--- config.mk ---
export PLATFORM = sky130hd
export DESIGN_NAME = out_port_arbiter
export DESIGN_NICKNAME = d
export VERILOG_FILES = /design/src/rtl/out_port_arbiter.sv
export SDC_FILE = /design/constraint.sdc
export NUM_CORES = 1
export LEC_CHECK = 0
export BUFFER_PORTS_ARGS = -buffer_cell sky130_fd_sc_hd__buf_2
export CORE_MARGIN = 2
export CORE_UTILIZATION = 25
export CTS_CLUSTER_DIAMETER = 150
export DETAILED_ROUTE_END_ITERATION = 7
export MAX_ROUTING_LAYER = met4
export PLACE_DENSITY = 0.41
export SYNTH_ARGS = -nofsm -noshare
export SYNTH_HDL_FRONTEND = slang
export SYNTH_SLANG_ARGS = --single-unit
--- constraint.sdc ---
create_clock -name clk -period 35.2 [get_ports clk]
set_input_delay 5.28 -clock clk [delete_from_list [all_inputs] [get_ports clk]]
set_output_delay 5.28 -clock clk [all_outputs]
set_load 0.05 [all_outputs]
--- src/rtl/out_port_arbiter.sv ---
// Output-port scheduler: strict-priority, round-robin tie-break grant of one input,
// forwarding its word stream. Optional watchdog enabled by defining ARB_WATCHDOG_EN.
module out_port_arbiter #(
  parameter int unsigned PORT_NUM   = 16,
  parameter int unsigned WDOG_LIMIT = 64
) (
  input  logic                  clk,
  input  logic                  rst_n,
  input  logic [PORT_NUM-1:0]   req,
  input  logic [PORT_NUM*3-1:0] req_prior,
  input  logic [PORT_NUM*9-1:0] req_length,
  input  logic [PORT_NUM-1:0]   in_vld,
  input  logic [PORT_NUM*16-1:0] in_data,
  output logic [PORT_NUM-1:0]   grant,
  output logic [PORT_NUM-1:0]   xfer_stop,
  output logic                  out_vld,
  output logic                  out_sop,
  output logic                  out_eop,
  output logic [15:0]           out_data,
  output logic [2:0]            out_prior,
  output logic                  busy,
  output logic                  err_dup,
  output logic                  timeout
);

  localparam int unsigned IdxW = $clog2(PORT_NUM);

  typedef enum logic [0:0] {StIdle, StXfer} state_e;

  state_e              state_q;
  logic [PORT_NUM-1:0] grant_q;
  logic [IdxW-1:0]     gidx_q;
  logic [IdxW-1:0]     rr_ptr_q;
  logic                out_vld_q, out_sop_q, out_eop_q, busy_q, err_dup_q;
  logic [15:0]         out_data_q;
  logic [2:0]          out_prior_q;
  logic [8:0]          len_q, cnt_q;

  logic [PORT_NUM-1:0] pending_q;
  logic [2:0]          pend_prior_q [PORT_NUM];
  logic [8:0]          pend_len_q   [PORT_NUM];

  logic                sel_found;
  logic [IdxW-1:0]     sel_idx, cand;
  logic [2:0]          sel_prior;
  logic [8:0]          sel_len;
  logic                in_vld_g, last_word, wdog_fire, rel_now, select;
  logic [15:0]         data_g;
  logic [PORT_NUM-1:0] dup_vec, accept;

  // Scan from rr_ptr so that a strict '>' keeps the first tied index in rotation order.
  always_comb begin
    sel_found = 1'b0;
    sel_idx   = '0;
    sel_prior = '0;
    sel_len   = '0;
    cand      = '0;
    for (int k = 0; k < PORT_NUM; k++) begin
      cand = IdxW'((int'(rr_ptr_q) + k) % int'(PORT_NUM));
      if (pending_q[cand] && (!sel_found || pend_prior_q[cand] > sel_prior)) begin
        sel_found = 1'b1;
        sel_idx   = cand;
        sel_prior = pend_prior_q[cand];
        sel_len   = pend_len_q[cand];
      end
    end
  end

  always_comb begin
    data_g   = '0;
    in_vld_g = 1'b0;
    for (int i = 0; i < PORT_NUM; i++) begin
      if (gidx_q == IdxW'(i)) begin
        data_g   = in_data[16*i +: 16];
        in_vld_g = in_vld[i];
      end
    end
  end

`ifdef ARB_WATCHDOG_EN
  logic [6:0] wdog_q;
  logic       timeout_q;
  assign wdog_fire = (state_q == StXfer) && !in_vld_g && (wdog_q == 7'(WDOG_LIMIT - 1));
  assign timeout   = timeout_q;
`else
  assign wdog_fire = 1'b0;
  assign timeout   = 1'b0;
`endif

  assign last_word = (state_q == StXfer) && in_vld_g && ((cnt_q + 9'd1) == len_q);
  assign rel_now   = last_word || wdog_fire;
  assign select    = (state_q == StIdle) && sel_found;
  // A grant being released this edge does not make a fresh req a duplicate.
  assign dup_vec   = req & (pending_q | (grant_q & ~{PORT_NUM{rel_now}}));
  assign accept    = req & ~dup_vec;

  always_ff @(posedge clk or negedge rst_n) begin
    if (!rst_n) begin
      pending_q <= '0;
      err_dup_q <= 1'b0;
      for (int i = 0; i < PORT_NUM; i++) begin
        pend_prior_q[i] <= '0;
        pend_len_q[i]   <= '0;
      end
    end else begin
      if (|dup_vec) err_dup_q <= 1'b1;
      for (int i = 0; i < PORT_NUM; i++) begin
        if (accept[i]) begin
          pending_q[i]    <= 1'b1;
          pend_prior_q[i] <= req_prior[3*i +: 3];
          pend_len_q[i]   <= req_length[9*i +: 9];
        end else if (select && sel_idx == IdxW'(i)) begin
          pending_q[i] <= 1'b0;
        end
      end
    end
  end

  always_ff @(posedge clk or negedge rst_n) begin
    if (!rst_n) begin
      state_q     <= StIdle;
      grant_q     <= '0;
      gidx_q      <= '0;
      rr_ptr_q    <= '0;
      out_vld_q   <= 1'b0;
      out_sop_q   <= 1'b0;
      out_eop_q   <= 1'b0;
      out_data_q  <= '0;
      out_prior_q <= '0;
      busy_q      <= 1'b0;
      len_q       <= '0;
      cnt_q       <= '0;
`ifdef ARB_WATCHDOG_EN
      wdog_q      <= '0;
      timeout_q   <= 1'b0;
`endif
    end else begin
      out_vld_q <= 1'b0;
      out_sop_q <= 1'b0;
      out_eop_q <= 1'b0;
      unique case (state_q)
        StIdle: begin
          if (sel_found) begin
            grant_q          <= '0;
            grant_q[sel_idx] <= 1'b1;
            gidx_q           <= sel_idx;
            out_prior_q      <= sel_prior;
            len_q            <= (sel_len == 9'd0) ? 9'd1 : sel_len;
            cnt_q            <= '0;
            busy_q           <= 1'b1;
            rr_ptr_q         <= (sel_idx == IdxW'(PORT_NUM - 1)) ? '0 : sel_idx + 1'b1;
            state_q          <= StXfer;
`ifdef ARB_WATCHDOG_EN
            wdog_q           <= '0;
`endif
          end
        end
        StXfer: begin
          if (in_vld_g) begin
            out_vld_q  <= 1'b1;
            out_data_q <= data_g;
            out_sop_q  <= (cnt_q == 9'd0);
            cnt_q      <= cnt_q + 9'd1;
`ifdef ARB_WATCHDOG_EN
            wdog_q     <= '0;
`endif
            if (last_word) begin
              out_eop_q <= 1'b1;
              grant_q   <= '0;
              busy_q    <= 1'b0;
              state_q   <= StIdle;
            end
          end
`ifdef ARB_WATCHDOG_EN
          else if (wdog_fire) begin
            out_eop_q <= 1'b1;
            grant_q   <= '0;
            busy_q    <= 1'b0;
            timeout_q <= 1'b1;
            state_q   <= StIdle;
          end else begin
            wdog_q <= wdog_q + 7'd1;
          end
`endif
        end
        default: state_q <= StIdle;
      endcase
    end
  end

  assign grant     = grant_q;
  assign xfer_stop = ~grant_q;
  assign out_vld   = out_vld_q;
  assign out_sop   = out_sop_q;
  assign out_eop   = out_eop_q;
  assign out_data  = out_data_q;
  assign out_prior = out_prior_q;
  assign busy      = busy_q;
  assign err_dup   = err_dup_q;

endmodule

==> flow_summary_export.csv <==
group,metric,value,unit
worst_hold_path,hold_path_class,"flop to flop",
global_route,top_usage_layer,"met2",
yosys,synthFlopType,"dfrtp_1",
routing,drc,62,
yosys,ys_warn_count,0,
global_route,grt.overflow.total,0,
yosys,netlist_top_cells_count,"nand2_1, dfrtp_1, mux4_2",
floorplanning,row_count,119,
global_route,antenna_found_initial,4,
worst_setup_path,critPathLaunchType,"flop",
clock_network,cts.sinks,275,
sta,fin_crit,32.20,ns
clock_network,cts_buffers,36,
finish,fillers,11160,
clock_network,cts-resized-gates,0,
clock_network,clk_latency,0.58,ns
outcome,status,"finished with violations",
sta,fmax,0.03106,GHz
worst_setup_path,cpMostUsedCell,"ha_1",
global_route,use_met1,0.2777,
routing,first_pass_iters,8,
finish,final_util,0.3050,
clock_network,hold_buffers,0,
placement,port_buffers,537,
floorplanning,ios,539,
worst_setup_path,path_class,"flop to flop",
yosys,yosys.area.top_type,"dfrtp_1",
yosys,syn_nets,3195,
yosys,synth_area,26580,um^2
global_route,grt_pass1_wl,182.0,mm
yosys,syn_area_per_cell,9.991,um^2
yosys,post-synth-top-area-fraction,0.2589,
worst_setup_path,critPathArrivalTime,32.66,ns
global_route,grt.met2_usage,0.4291,
clock_network,cts_tree,"done",
sta,fin_skew,0.01914,ns
sta,max_slew_margin,0.1766,
sta,hold_violations,0,
floorplanning,core,105400,um^2
sta,finalSetupTns,0,ns
clock_network,post_cts_buffers,0,
sta,drv_slew,0,
sta,setup_viol,0,
routing,dr.first_iter.drc_count,1871,
clock_network,clockBufferDepth,3,
floorplanning,dieArea,108900,um^2
sta,rsz0062_at_grt,"false",
yosys,synth.area.top_cells,"dfrtp_1, mux4_2, mux2_2",
sta,fin_crit_sh,0.9147,
sta,hold_ws,0.4753,ns
worst_setup_path,crit_required,35.66,ns
worst_setup_path,cp_slowest_cell,"dfrtp_4",
clock_network,ctsHtreeMaxLevel,2,
yosys,ys_types,94,
worst_setup_path,critPathMaxStageDelay,0.95,ns
routing,wire_per_inst,28.79,um
yosys,postSynth.asyncResetShare,1.000,
floorplanning,fp.dieW,330.0,um
global_route,first_global_vias,24630,
flow_run,maxCapViolations,0,
routing,dr_total_vias,25140,
yosys,synth.most_common_cell,"nand2_1",
placement,dp_cells,4461,
global_route,grt_usage,0.2392,
clock_network,path_clk_slew,0.06,ns
routing,via_per_inst,5.553,
yosys,ys_seq_elements,275,
global_route,met3_usage,0.02660,
clock_network,cts-root-buf,"clkbuf_16",
yosys,ys_seq_area_frac,0.2589,
worst_setup_path,worstSetupEndpointType,"flop",
yosys,synth_edf_count,0,
worst_setup_path,cp_max_fo,57,
placement,dp_hpwl,99.48,mm
finish,nets,3643,
floorplanning,start_util,0.2521,
finish,area_growth,20.99,%
outcome,violations,"DRC",
yosys,synthCells,2660,
floorplanning,die_y,330.0,um
finish,drive_above_1_share,0.3984,
routing,postRouteAntennaNets,0,
finish,fin_cells,4528,
placement,place_congestion,0.9658,
routing,wirelength,130.4,mm
global_route,grt_start_max_net_pins,125,
sta,worst_pin_slew,1.222,ns
==> placed cells by master, fill, tap and decap left out, drive strengths merged, types with 12 or more instances in the layout <==
| master | synthesis | routed |
|---|---|---|
| a211oi | 33 | 33 |
| a21o | 29 | 29 |
| a21oi | 141 | 141 |
| a221oi | 39 | 39 |
| a222oi | 16 | 16 |
| a22o | 39 | 39 |
| a22oi | 53 | 53 |
| a31oi | 49 | 49 |
| buf | 74 | 617 |
| clkbuf | 133 | 49 |
| dfrtp | 275 | 275 |
| ha | 53 | 53 |
| inv | 74 | 77 |
| mux2 | 230 | 230 |
| mux2i | 118 | 118 |
| mux4 | 268 | 268 |
| nand2 | 388 | 388 |
| nand3 | 45 | 45 |
| nand4 | 13 | 13 |
| nor2 | 168 | 168 |
| nor2b | 12 | 12 |
| nor3 | 37 | 37 |
| o2111ai | 17 | 17 |
| o211ai | 20 | 20 |
| o21a | 15 | 15 |
| o21ai | 143 | 143 |
| xnor2 | 22 | 22 |
==> path summary, 6_finish.rpt <==
path / slack, ns / cells after the start / from / endpoint
setup / recovery: 3.00 / 130 / rr_ptr_q[1]$_DFFE_PN0P_ / rr_ptr_q[1]$_DFFE_PN0P_
min in group asynchronous: 4.72 / 1 / rst_n / pend_len_q[30]$_DFFE_PN0P_
max in group asynchronous: 29.07 / 2 / rst_n / pend_prior_q[25]$_DFFE_PN0P_
hold / removal: 0.48 / 1 / out_data[0]$_DFFE_PN0P_ / out_data[0]$_DFFE_PN0P_
hold reg to reg: 0.48 / 1 / out_data[0]$_DFFE_PN0P_ / out_data[0]$_DFFE_PN0P_
setup reg to reg: 3.00 / 130 / rr_ptr_q[1]$_DFFE_PN0P_ / rr_ptr_q[1]$_DFFE_PN0P_
==> area by class of cell <==
type	count	area, um^2	area share
timing repair buffer	617	3311	0.1030
tap	1391	1740	0.05412
multi-input combinational	2104	18740	0.5828
antenna	2	5.005	0.0001556
inverter	74	277.8	0.008638
sequential	275	6894	0.2144
clock buffer	49	1011	0.03144
clock inverter	16	177.7	0.005525
==> kinds of logic after synthesis <==
group / share of synthesized area
mux: 0.3691
other cells: 0.0001411
flops: 0.2589
buf+inv: 0.04407
compound gates: 0.1765
xor+xnor: 0.01087
simple gates: 0.1153
fa+ha+maj: 0.02495
==> state kept, by name, summed over array words and instances, names as in the netlist, 3 cells and up <==
register and cells:
rr_ptr_q 4, out_prior 3, len_q 9, pending_q 16
pend_prior_q 48, gidx_q 4, out_data 16, grant 16
cnt_q 9, pend_len_q 144
==> routing by layer <==
layer  part of all wire  wire (um)  vias up
met3              0.053       6871      185
li1                   -          -    11210
met4              0.034       4439        0
met5                  0          0        -
met2               0.52      67980      991
met1               0.39      51100    12760
==> worst max-delay path, delay by kind of cell (launching register included) <==
kind,cells,cell delay (ns)
muxes,4,1.67
AOI/OAI and AO/OA,67,13.63
adders and majority gates,17,5.32
buffers and inverters,7,1.88
DFF,1,0.95
and+or+nand+nor,35,8.53
==> metrics by stage <==
stage          setup slack (ns)  cell area (um^2)
3_5_place_dp              3.667             30960
5_1_grt                  0.5842             32160
4_1_cts                   3.495             32150
6_report                  3.003             32160
2_1_floorplan             6.992             26580
3_3_place_gp              4.229             30960
Power is left out: the tool's default activity adds up to more than one toggle a clock period on the data nets, which glitch-free logic cannot reach.
